==> config.mk <==
export PLATFORM = sky130hd
export DESIGN_NAME = decode_stage_flat
export DESIGN_NICKNAME = d
export VERILOG_FILES = /design/src/rtl/decode_stage_pkg.sv /design/src/rtl/decode_stage_if.sv /design/src/rtl/decode_stage_opcode_decoder.sv /design/src/rtl/decode_stage.sv /design/src/flat_wrapper.sv
export SDC_FILE = /design/constraint.sdc
export NUM_CORES = 1
export LEC_CHECK = 0
export ABC_AREA = 1
export CORE_MARGIN = 3
export CORE_UTILIZATION = 43
export CTS_BUF_LIST = sky130_fd_sc_hd__clkbuf_4
export DETAILED_ROUTE_END_ITERATION = 8
export HOLD_SLACK_MARGIN = 0.12
export PLACE_DENSITY = 0.75
export SLEW_MARGIN = 15
export SYNTH_ARGS = -nofsm -noshare
export SYNTH_HDL_FRONTEND = slang
export SYNTH_SLANG_ARGS = --single-unit
export TNS_END_PERCENT = 1
==> constraint.sdc <==
create_clock -name clk -period 2.1 [get_ports clk]
set_clock_uncertainty 0.05 [all_clocks]
set_input_delay 0.42 -clock clk [delete_from_list [all_inputs] [get_ports clk]]
set_output_delay 0.42 -clock clk [all_outputs]
set_load 0.1 [all_outputs]
==> src/rtl/decode_stage_pkg.sv <==
// rtl/decode_stage_pkg.sv - opcode constants, immediate types and decoded-field layout for the decode stage
package decode_stage_pkg;

   localparam int IMM_W = 25;

   localparam logic [6:0] OP_LUI    = 7'b0110111;
   localparam logic [6:0] OP_AUIPC  = 7'b0010111;
   localparam logic [6:0] OP_JAL    = 7'b1101111;
   localparam logic [6:0] OP_JALR   = 7'b1100111;
   localparam logic [6:0] OP_BRANCH = 7'b1100011;
   localparam logic [6:0] OP_LOAD   = 7'b0000011;
   localparam logic [6:0] OP_STORE  = 7'b0100011;
   localparam logic [6:0] OP_IMM    = 7'b0010011;
   localparam logic [6:0] OP_OP     = 7'b0110011;
   localparam logic [6:0] OP_FENCE  = 7'b0001111;
   localparam logic [6:0] OP_SYSTEM = 7'b1110011;

   typedef enum logic [2:0] {
      IMM_I    = 3'd0,
      IMM_B    = 3'd1,
      IMM_S    = 3'd2,
      IMM_U    = 3'd3,
      IMM_J    = 3'd4,
      IMM_NONE = 3'd7
   } imm_type_e;

   typedef enum logic [1:0] {
      S_EMPTY = 2'd0,
      S_ONE   = 2'd1,
      S_TWO   = 2'd2
   } state_e;

   typedef struct packed {
      logic reg_write;
      logic mem_read;
      logic mem_write;
      logic branch;
      logic jump;
      logic alu_src_imm;
   } ctrl_t;

   typedef struct packed {
      imm_type_e        imm_type;
      logic [IMM_W-1:0] in_imm;
      logic [4:0]       rs1;
      logic [4:0]       rs2;
      logic [4:0]       rd;
      logic [2:0]       funct3;
      logic             funct7b5;
      ctrl_t            ctrl;
      logic             illegal;
   } dec_t;

   function automatic ctrl_t mk_ctrl(input logic rw, input logic mr, input logic mw,
                                     input logic br, input logic jp, input logic ai);
      ctrl_t c;
      c.reg_write   = rw;
      c.mem_read    = mr;
      c.mem_write   = mw;
      c.branch      = br;
      c.jump        = jp;
      c.alu_src_imm = ai;
      return c;
   endfunction

   // Reset image of a decoded slot: everything zero except "no immediate".
   function automatic dec_t dec_reset();
      dec_t d;
      d          = '0;
      d.imm_type = IMM_NONE;
      return d;
   endfunction

endpackage

==> src/rtl/decode_stage_if.sv <==
// rtl/decode_stage_if.sv - fetch-side and decode-side handshake bundle of the decode stage
interface decode_stage_if
   import decode_stage_pkg::*;
#(
   parameter int XLEN = 32
);
   logic             if_valid;
   logic             if_ready;
   logic [31:0]      if_instr;
   logic [XLEN-1:0]  if_pc;
   logic             flush;

   logic             id_valid;
   logic             id_ready;
   logic [XLEN-1:0]  id_pc;
   logic [IMM_W-1:0] id_in_imm;
   logic [2:0]       id_imm_type;
   logic [4:0]       id_rs1;
   logic [4:0]       id_rs2;
   logic [4:0]       id_rd;
   logic [2:0]       id_funct3;
   logic             id_funct7b5;
   logic             id_reg_write;
   logic             id_mem_read;
   logic             id_mem_write;
   logic             id_branch;
   logic             id_jump;
   logic             id_alu_src_imm;
   logic             id_illegal;

   modport master (
      input  if_valid, if_instr, if_pc, flush, id_ready,
      output if_ready, id_valid, id_pc, id_in_imm, id_imm_type,
             id_rs1, id_rs2, id_rd, id_funct3, id_funct7b5,
             id_reg_write, id_mem_read, id_mem_write, id_branch,
             id_jump, id_alu_src_imm, id_illegal
   );

   modport slave (
      output if_valid, if_instr, if_pc, flush, id_ready,
      input  if_ready, id_valid, id_pc, id_in_imm, id_imm_type,
             id_rs1, id_rs2, id_rd, id_funct3, id_funct7b5,
             id_reg_write, id_mem_read, id_mem_write, id_branch,
             id_jump, id_alu_src_imm, id_illegal
   );
endinterface

==> src/rtl/decode_stage_opcode_decoder.sv <==
// rtl/decode_stage_opcode_decoder.sv - combinational RV32I opcode to fields/control decode
module decode_stage_opcode_decoder
   import decode_stage_pkg::*;
(
   input  logic [31:0] instr,
   output dec_t        dec
);

   always_comb begin
      dec.in_imm   = instr[31:7];
      dec.rs1      = instr[19:15];
      dec.rs2      = instr[24:20];
      dec.rd       = instr[11:7];
      dec.funct3   = instr[14:12];
      dec.funct7b5 = instr[30];
      dec.imm_type = IMM_NONE;
      dec.ctrl     = '0;
      dec.illegal  = 1'b0;

      // Every supported opcode ends in 2'b11, so compressed encodings land in default.
      case (instr[6:0])
         OP_LUI, OP_AUIPC: begin
            dec.imm_type = IMM_U;
            dec.ctrl     = mk_ctrl(1'b1, 1'b0, 1'b0, 1'b0, 1'b0, 1'b1);
         end
         OP_JAL: begin
            dec.imm_type = IMM_J;
            dec.ctrl     = mk_ctrl(1'b1, 1'b0, 1'b0, 1'b0, 1'b1, 1'b0);
         end
         OP_JALR: begin
            dec.imm_type = IMM_I;
            dec.ctrl     = mk_ctrl(1'b1, 1'b0, 1'b0, 1'b0, 1'b1, 1'b1);
         end
         OP_BRANCH: begin
            dec.imm_type = IMM_B;
            dec.ctrl     = mk_ctrl(1'b0, 1'b0, 1'b0, 1'b1, 1'b0, 1'b0);
         end
         OP_LOAD: begin
            dec.imm_type = IMM_I;
            dec.ctrl     = mk_ctrl(1'b1, 1'b1, 1'b0, 1'b0, 1'b0, 1'b1);
         end
         OP_STORE: begin
            dec.imm_type = IMM_S;
            dec.ctrl     = mk_ctrl(1'b0, 1'b0, 1'b1, 1'b0, 1'b0, 1'b1);
         end
         OP_IMM: begin
            dec.imm_type = IMM_I;
            dec.ctrl     = mk_ctrl(1'b1, 1'b0, 1'b0, 1'b0, 1'b0, 1'b1);
         end
         OP_OP: begin
            dec.imm_type = IMM_NONE;
            dec.ctrl     = mk_ctrl(1'b1, 1'b0, 1'b0, 1'b0, 1'b0, 1'b0);
         end
         OP_FENCE, OP_SYSTEM: begin
            dec.imm_type = IMM_I;
         end
         default: begin
            dec.illegal = 1'b1;
         end
      endcase
   end

endmodule

==> src/rtl/decode_stage.sv <==
// rtl/decode_stage.sv - IF to ID pipeline stage with main+skid buffering and flush
module decode_stage
   import decode_stage_pkg::*;
#(
   parameter int XLEN = 32
)(
   input  logic          clk,
   input  logic          rst,
   decode_stage_if.master bus
);

   state_e          state;
   state_e          state_nxt;
   logic            if_ready_q;
   logic            accept;
   logic            deliver;
   logic            load_main;
   logic            load_skid;
   logic            move_skid;

   dec_t            new_dec;
   dec_t            main_dec;
   dec_t            skid_dec;
   logic [XLEN-1:0] main_pc;
   logic [XLEN-1:0] skid_pc;

   decode_stage_opcode_decoder u_dec (
      .instr (bus.if_instr),
      .dec   (new_dec)
   );

   assign accept  = bus.if_valid & if_ready_q;
   assign deliver = (state != S_EMPTY) & bus.id_ready;

   always_comb begin
      state_nxt = state;
      load_main = 1'b0;
      load_skid = 1'b0;
      move_skid = 1'b0;
      if (bus.flush) begin
         state_nxt = S_EMPTY;
      end else begin
         case (state)
            S_EMPTY: begin
               if (accept) begin
                  state_nxt = S_ONE;
                  load_main = 1'b1;
               end
            end
            S_ONE: begin
               if (accept && deliver) begin
                  load_main = 1'b1;
               end else if (accept) begin
                  state_nxt = S_TWO;
                  load_skid = 1'b1;
               end else if (deliver) begin
                  state_nxt = S_EMPTY;
               end
            end
            S_TWO: begin
               // if_ready is low here, so only a delivery can move us.
               if (deliver) begin
                  state_nxt = S_ONE;
                  move_skid = 1'b1;
               end
            end
            default: state_nxt = S_EMPTY;
         endcase
      end
   end

   always_ff @(posedge clk) begin
      if (rst) begin
         state      <= S_EMPTY;
         if_ready_q <= 1'b1;
      end else begin
         state      <= state_nxt;
         if_ready_q <= (state_nxt != S_TWO);
      end
   end

   always_ff @(posedge clk) begin
      if (rst) begin
         main_dec <= dec_reset();
         skid_dec <= dec_reset();
         main_pc  <= '0;
         skid_pc  <= '0;
      end else begin
         if (load_main) begin
            main_dec <= new_dec;
            main_pc  <= bus.if_pc;
         end else if (move_skid) begin
            main_dec <= skid_dec;
            main_pc  <= skid_pc;
         end
         if (load_skid) begin
            skid_dec <= new_dec;
            skid_pc  <= bus.if_pc;
         end
      end
   end

   assign bus.if_ready       = if_ready_q;
   assign bus.id_valid       = (state != S_EMPTY);
   assign bus.id_pc          = main_pc;
   assign bus.id_in_imm      = main_dec.in_imm;
   assign bus.id_imm_type    = main_dec.imm_type;
   assign bus.id_rs1         = main_dec.rs1;
   assign bus.id_rs2         = main_dec.rs2;
   assign bus.id_rd          = main_dec.rd;
   assign bus.id_funct3      = main_dec.funct3;
   assign bus.id_funct7b5    = main_dec.funct7b5;
   assign bus.id_reg_write   = main_dec.ctrl.reg_write;
   assign bus.id_mem_read    = main_dec.ctrl.mem_read;
   assign bus.id_mem_write   = main_dec.ctrl.mem_write;
   assign bus.id_branch      = main_dec.ctrl.branch;
   assign bus.id_jump        = main_dec.ctrl.jump;
   assign bus.id_alu_src_imm = main_dec.ctrl.alu_src_imm;
   assign bus.id_illegal     = main_dec.illegal;

endmodule

==> src/flat_wrapper.sv <==
// flat-port wrapper written by rule: the top's interface ports become plain ports
module decode_stage_flat import decode_stage_pkg::*;
#(
   parameter int XLEN = 32
)
  (clk, rst, bus_if_valid, bus_if_instr, bus_if_pc, bus_flush, bus_id_ready, bus_if_ready, bus_id_valid, bus_id_pc, bus_id_in_imm, bus_id_imm_type, bus_id_rs1, bus_id_rs2, bus_id_rd, bus_id_funct3, bus_id_funct7b5, bus_id_reg_write, bus_id_mem_read, bus_id_mem_write, bus_id_branch, bus_id_jump, bus_id_alu_src_imm, bus_id_illegal);
  decode_stage_if #(.XLEN(XLEN)) bus_i ();
  input  logic clk;
  input  logic rst;
  input wire logic [$bits(bus_i.if_valid)-1:0] bus_if_valid;
  input wire logic [$bits(bus_i.if_instr)-1:0] bus_if_instr;
  input wire logic [$bits(bus_i.if_pc)-1:0] bus_if_pc;
  input wire logic [$bits(bus_i.flush)-1:0] bus_flush;
  input wire logic [$bits(bus_i.id_ready)-1:0] bus_id_ready;
  output wire logic [$bits(bus_i.if_ready)-1:0] bus_if_ready;
  output wire logic [$bits(bus_i.id_valid)-1:0] bus_id_valid;
  output wire logic [$bits(bus_i.id_pc)-1:0] bus_id_pc;
  output wire logic [$bits(bus_i.id_in_imm)-1:0] bus_id_in_imm;
  output wire logic [$bits(bus_i.id_imm_type)-1:0] bus_id_imm_type;
  output wire logic [$bits(bus_i.id_rs1)-1:0] bus_id_rs1;
  output wire logic [$bits(bus_i.id_rs2)-1:0] bus_id_rs2;
  output wire logic [$bits(bus_i.id_rd)-1:0] bus_id_rd;
  output wire logic [$bits(bus_i.id_funct3)-1:0] bus_id_funct3;
  output wire logic [$bits(bus_i.id_funct7b5)-1:0] bus_id_funct7b5;
  output wire logic [$bits(bus_i.id_reg_write)-1:0] bus_id_reg_write;
  output wire logic [$bits(bus_i.id_mem_read)-1:0] bus_id_mem_read;
  output wire logic [$bits(bus_i.id_mem_write)-1:0] bus_id_mem_write;
  output wire logic [$bits(bus_i.id_branch)-1:0] bus_id_branch;
  output wire logic [$bits(bus_i.id_jump)-1:0] bus_id_jump;
  output wire logic [$bits(bus_i.id_alu_src_imm)-1:0] bus_id_alu_src_imm;
  output wire logic [$bits(bus_i.id_illegal)-1:0] bus_id_illegal;
  assign bus_i.if_valid = bus_if_valid;
  assign bus_i.if_instr = bus_if_instr;
  assign bus_i.if_pc = bus_if_pc;
  assign bus_i.flush = bus_flush;
  assign bus_i.id_ready = bus_id_ready;
  assign bus_if_ready = bus_i.if_ready;
  assign bus_id_valid = bus_i.id_valid;
  assign bus_id_pc = bus_i.id_pc;
  assign bus_id_in_imm = bus_i.id_in_imm;
  assign bus_id_imm_type = bus_i.id_imm_type;
  assign bus_id_rs1 = bus_i.id_rs1;
  assign bus_id_rs2 = bus_i.id_rs2;
  assign bus_id_rd = bus_i.id_rd;
  assign bus_id_funct3 = bus_i.id_funct3;
  assign bus_id_funct7b5 = bus_i.id_funct7b5;
  assign bus_id_reg_write = bus_i.id_reg_write;
  assign bus_id_mem_read = bus_i.id_mem_read;
  assign bus_id_mem_write = bus_i.id_mem_write;
  assign bus_id_branch = bus_i.id_branch;
  assign bus_id_jump = bus_i.id_jump;
  assign bus_id_alu_src_imm = bus_i.id_alu_src_imm;
  assign bus_id_illegal = bus_i.id_illegal;
  decode_stage #(.XLEN(XLEN)) u_core (.clk(clk), .rst(rst), .bus(bus_i));
endmodule
# == Yosys cells after proc, flatten, opt, wreduce, memory -nomap -nowiden ==
# Cells that the tools add are included.
# totals
ff_bits,175
in_bits,69
output_inout_bits,88
elab_cells,80
# op_classes
n_eq_ne,14
n_mux,24
bitwise,2
reduce_logical,8
# ops
operator,count
2-to-1 mux 54 bit,2
2-to-1 mux 32 bit,2
case mux 6 bit (7 select lines),1
equality test 7 bit (second input constant),4
equality test 7 x 6 -> 1 bit (second input constant),3
case mux 3 bit (5 select lines),1
equality test 7 x 5 -> 1 bit (second input constant),2
2-to-1 mux 2 bit,6
OR reduction 11 bit,1
2-to-1 mux 1 bit,10
equality test 7 x 2 -> 1 bit (second input constant),1
equality test 7 x 4 -> 1 bit (second input constant),1
case mux 2 bit (3 select lines),1
OR reduction 5 bit,1
nonzero test 2 bit,2
OR reduction 3 bit,1
bitwise AND 1 bit,2
equality test 2 x 1 -> 1 bit (second input constant),1
equality test 2 bit (second input constant),1
logical NOT 2 bit,1
inequality test 2 bit (second input constant),1
case mux 1 bit (2 select lines),1
OR reduction 2 bit,1
logical AND 1 bit,1

# == Depth between registers and ports, before layout ==
# depth
word_depth,8
depth_mapped,10
ltp_nobuf,10

# == By module ==
# From an unflattened synthesis, not the netlist that was laid out.
# hier_totals
hier_cells,1259
area_unflattened_um2,8381.8
# modules_own_cells
mod,instances,cells_per_inst,area_each_um2,seq_area_each_um2
decode_stage,1,1151,7766.2,3503.4
decode_stage_opcode_decoder,1,108,615.6,0.0

# == Worst setup path before layout ==
# OpenSTA, ideal clock, no wires.
# synth_path
kind,flip-flop to flip-flop
startpoint,"register u_core.if_ready_q, in the netlist u_core.bus.if_ready"
endpoint,register u_core.skid_dec[53] (netlist bit)
arrival_ns,2.040
t_required_ns,1.935
setup_slack_ns,-0.105
stages_incl_launch_ff,9
period_less_slack_ns,2.205
cell_sequence,dfxtp_1 -> nand2_1 -> nor3_2 -> inv_1 -> nor2_2 -> inv_2 -> buf_2 -> a21oi_1 -> nand2_1
# synth_via
elab_chain_len,5
word_cells_on_any_way,6
# synth_rtl
item,line,source
"start, declared",decode_stage.sv:14,logic if_ready_q;
"start signal, assigned",decode_stage.sv:78,if_ready_q <= (state_nxt != S_TWO);
bitwise AND 1 bit (*),decode_stage.sv:32,assign accept = bus.if_valid & if_ready_q;
2-to-1 mux 1 bit or logical AND 1 bit (tied branches),"decode_stage.sv:53, decode_stage.sv:51",
2-to-1 mux 1 bit (*),decode_stage.sv:51,if (accept && deliver) begin
2-to-1 mux 1 bit (*),decode_stage.sv:43,case (state)
2-to-1 mux 1 bit (*),decode_stage.sv:40,if (bus.flush) begin
"end signal, assigned",decode_stage.sv:85,skid_dec <= dec_reset();
"end signal, assigned",decode_stage.sv:97,skid_dec <= new_dec;
"end, declared",decode_stage.sv:23,dec_t skid_dec;
# Mark *: on every way between the ends. The rest lies on a longest branch, timed or not.
# A chain may end at the register's enable or synchronous reset.

# == Worst setup path in the final report ==
# layout_path
startpoint,register u_core.state[1]
endpoint,output port bus_id_valid
# layout_via
elab_chain_len,1
# layout_rtl
item,line,source
"start, declared",decode_stage.sv:12,state_e state;
"start signal, assigned",decode_stage.sv:77,state <= state_nxt;
nonzero test 2 bit,decode_stage.sv:104,assign bus.id_valid = (state != S_EMPTY);
"end, declared",flat_wrapper.sv:16,output wire logic [$bits(bus_i.id_valid)-1:0] bus_id_valid;
# Every way passes these cells.

==> results.ini <==
[synth]
synth_edf_count=0
syn_nets=846
synth_fa_ha_area_share_pct=0
synth_largest_area_cell=dfxtp_1
synthMuxAreaShare_pct=0
synth-seq-cells=137
avgSynthCellArea_um2=7.25
synth-compound-area-share_pct=14.4
ys.flop_type=dfxtp_1
synth_xor_xnor_area_share_pct=0
syn_inst=777
synthesis.area_um2=5630
synth_top_area_share_pct=48.7
synth_most_common_cell=nand2_1
synth_top_family_by_area=simple AND/OR/NAND/NOR gates
yosys-top-cells-count=nand2_1, nor2_1, dfxtp_1
synth_warnings=0
yosysSeqAreaShare_pct=48.7
ys_types=23
synth-simple-area-share_pct=28.3
synthTopCellsByArea=dfxtp_1, nand2_1, nor2_1, a31oi_1, nand3_1
async_reset_ff_share_pct=0

[critical_path]
crit_path_end_kind=output port
r2r_start=u_core.state[1]
path_max_fanout=6
rr_worst_depth=7
setup.worst_path.class=flop to output port
worstPathRequired_ns=1.63
r2r_end=u_core.bus.id_pc[14]
arrival_ns=1.38
cp-start-kind=flop
ff2ff_setup_slack_ns=0.50

[die]
ios=157
die_y_um=120
rows=41
initial_core_util_pct=44.3
coreArea_um2=12700
dieArea_um2=14500
fp.dieW_um=120

[power]
ir_drop_v=0.000398
p_int_uw=3570
clkPwrFrac_pct=26.6
p_sw_share_pct=33.9
power_frac_comb_pct=22.4
p_sw_uw=1830
power-per-cell-area_nw_per_um2=734
total_leakage_power_uw=0.00311
seqPwrFrac_pct=51.0

[job]
maxCapViolCount=0

[final_layout]
fin_nets=966
fillers=1227
synthToLayoutAreaGrowth_pct=30.4
seq_area_um2=2740
drive_above_1_share_pct=15.6
stdcell_count=1082
design_area_um2=7340
diodes=0
multi_input_area_um2=2410

[drt]
routed_via_density=5.04
drtIter0Drc=416
vias=5451
drtPass1Iterations=5
drc=0
wire_per_inst_um=13.7
ant_nets=0
wl_mm=14.9

[placed_design]
gp_congestion=0.830
dp_cells=1050
postPlaceCellArea_um2=7130
port_buffers=156
place_hpwl_mm=9.55

[timing]
period_minus_slack_ns=1.85
final_hold_viol_count=0
slew_headroom_pct=72.6
finalSetupViolations=0
tightest_slew_ns=0.410
finalCritPeriodShare_pct=88.1
slew_violations=0
fin_setup_tns_ns=0
fmax_mhz=540
rsz0062_at_grt=false

[global_routing]
grt_pass1_wl_mm=24.7
track_usage_pct=20.9
antenna_found_initial=0
grt_pass1_vias=5177
grt.overflow.total=0
met2_usage_pct=35.1
grt_use_met1_pct=25.9
grtUsageMet3_pct=5.14
grt_max_degree=69
top_usage_layer=met2

[clock_tree]
cts_sinks=137
clkTransAtPathRegs_ns=0.11
h-tree-depth=4
post-cts-setup-buffer-count=0
clkLatencyLatePin_ns=0.52
cts_buffer_depth=2
cts_hold_buf=0
cts-buffers-inserted=17
cts_tree=built
ctsResizeCount=0
cts_root_buffer=clkbuf_4

[worst_hold_path]
hold_depth=4
min-delay-start=rst
hold_class=input pin to flop
min_to=u_core.skid_pc[11]

[run_status]
status=complete, no violations

## critical path, stage by stage (launching register included)
cell	delay, ns
dfxtp_1	0.46
nor2_1	0.10
inv_1	0.12
buf_12	0.18
## routing by layer
| metal | routed length, um | vias to the layer above | share of wire, % |
|---|---|---|---|
| li1 | - | 2794 | - |
| met1 | 6680 | 2454 | 45 |
| met2 | 6940 | 186 | 47 |
| met3 | 1010 | 17 | 6.8 |
| met4 | 227 | 0 | 1.5 |
| met5 | 0 | - | 0 |
## cells by family (layout without fill, tap and decap cells)
group                  after synthesis  after routing
DFF                                137            137
AOI/OAI and AO/OA                  145            145
and+or+nand+nor                    395            395
buffers and inverters              100            233
## layout by cell type (no fill, tap or decap), types with 10 or more instances in the layout
| cell | n |
|---|---|
| o21ai_1 | 10 |
| nand2_1 | 175 |
| clkdlybuf4s50_1 | 67 |
| o21ai_0 | 60 |
| dfxtp_1 | 136 |
| buf_4 | 94 |
| a31oi_1 | 62 |
| a21oi_1 | 11 |
| clkbuf_4 | 17 |
| buf_12 | 14 |
| nand3_1 | 70 |
| nor2_1 | 141 |
| inv_1 | 21 |
## registers in the layout, indices dropped and copies added, names as in the netlist
signal / cells
u_core.bus.id_alu_src_imm: 1
u_core.bus.id_branch: 1
u_core.bus.id_funct3: 2
u_core.bus.id_illegal: 1
u_core.bus.id_imm_type: 3
u_core.bus.id_in_imm: 11
u_core.bus.id_jump: 1
u_core.bus.id_mem_read: 1
u_core.bus.id_mem_write: 1
u_core.bus.id_pc: 32
u_core.bus.id_rd: 4
u_core.bus.id_reg_write: 1
u_core.bus.id_rs1: 4
u_core.bus.id_rs2: 4
u_core.bus.if_ready: 1
u_core.skid_dec: 35
u_core.skid_pc: 32
u_core.state: 2
## stage by stage
stage               util, %  hold slack [ns]  power (uW)  setup WS, ns
floorplan                 -            0.391        3670         0.232
global placement       56.0            0.405        4020        0.0324
detailed placement     56.0            0.410        4020        0.0127
CTS                    57.7            0.300        5460         0.181
global route           57.7            0.322        5620        0.0824
finish                 57.7            0.354        5390         0.250
## worst max-delay path by stage
| stage | depth (start not counted) | to | slack (ns) | start |
|---|---|---|---|---|
| after global routing | 3 | bus_id_valid | 0.08 | u_core.state[1] |
| final | 3 | bus_id_valid | 0.25 | u_core.state[1] |
| after floorplan | 8 | u_core.skid_dec[53] | 0.23 | u_core.bus.if_ready |
| after detailed placement | 9 | u_core.skid_dec[51] | 0.01 | bus_if_valid |
| after global placement | 9 | u_core.skid_dec[52] | 0.03 | bus_if_valid |
| after CTS | 3 | bus_id_valid | 0.18 | u_core.state[1] |
## cell type report
| class | count | area share [%] |
|---|---|---|
| repair buffers | 176 | 22.6 |
| inverters | 25 | 1.28 |
| well taps | 172 | 2.93 |
| flip-flops and latches | 137 | 37.4 |
| multi-input cells | 540 | 32.8 |
| clock inverters | 15 | 1.24 |
| clock buffers | 17 | 1.74 |
## power groups by stage
stage	clock network [uW]	logic [uW]	registers [uW]
6_report	1430	1210	2750
5_1_grt	1590	1270	2770
2_1_floorplan	0	406	3260
3_5_place_dp	0	1210	2810
4_1_cts	1490	1210	2750
3_3_place_gp	0	1210	2810
Power figures use the tool's default switching activity.
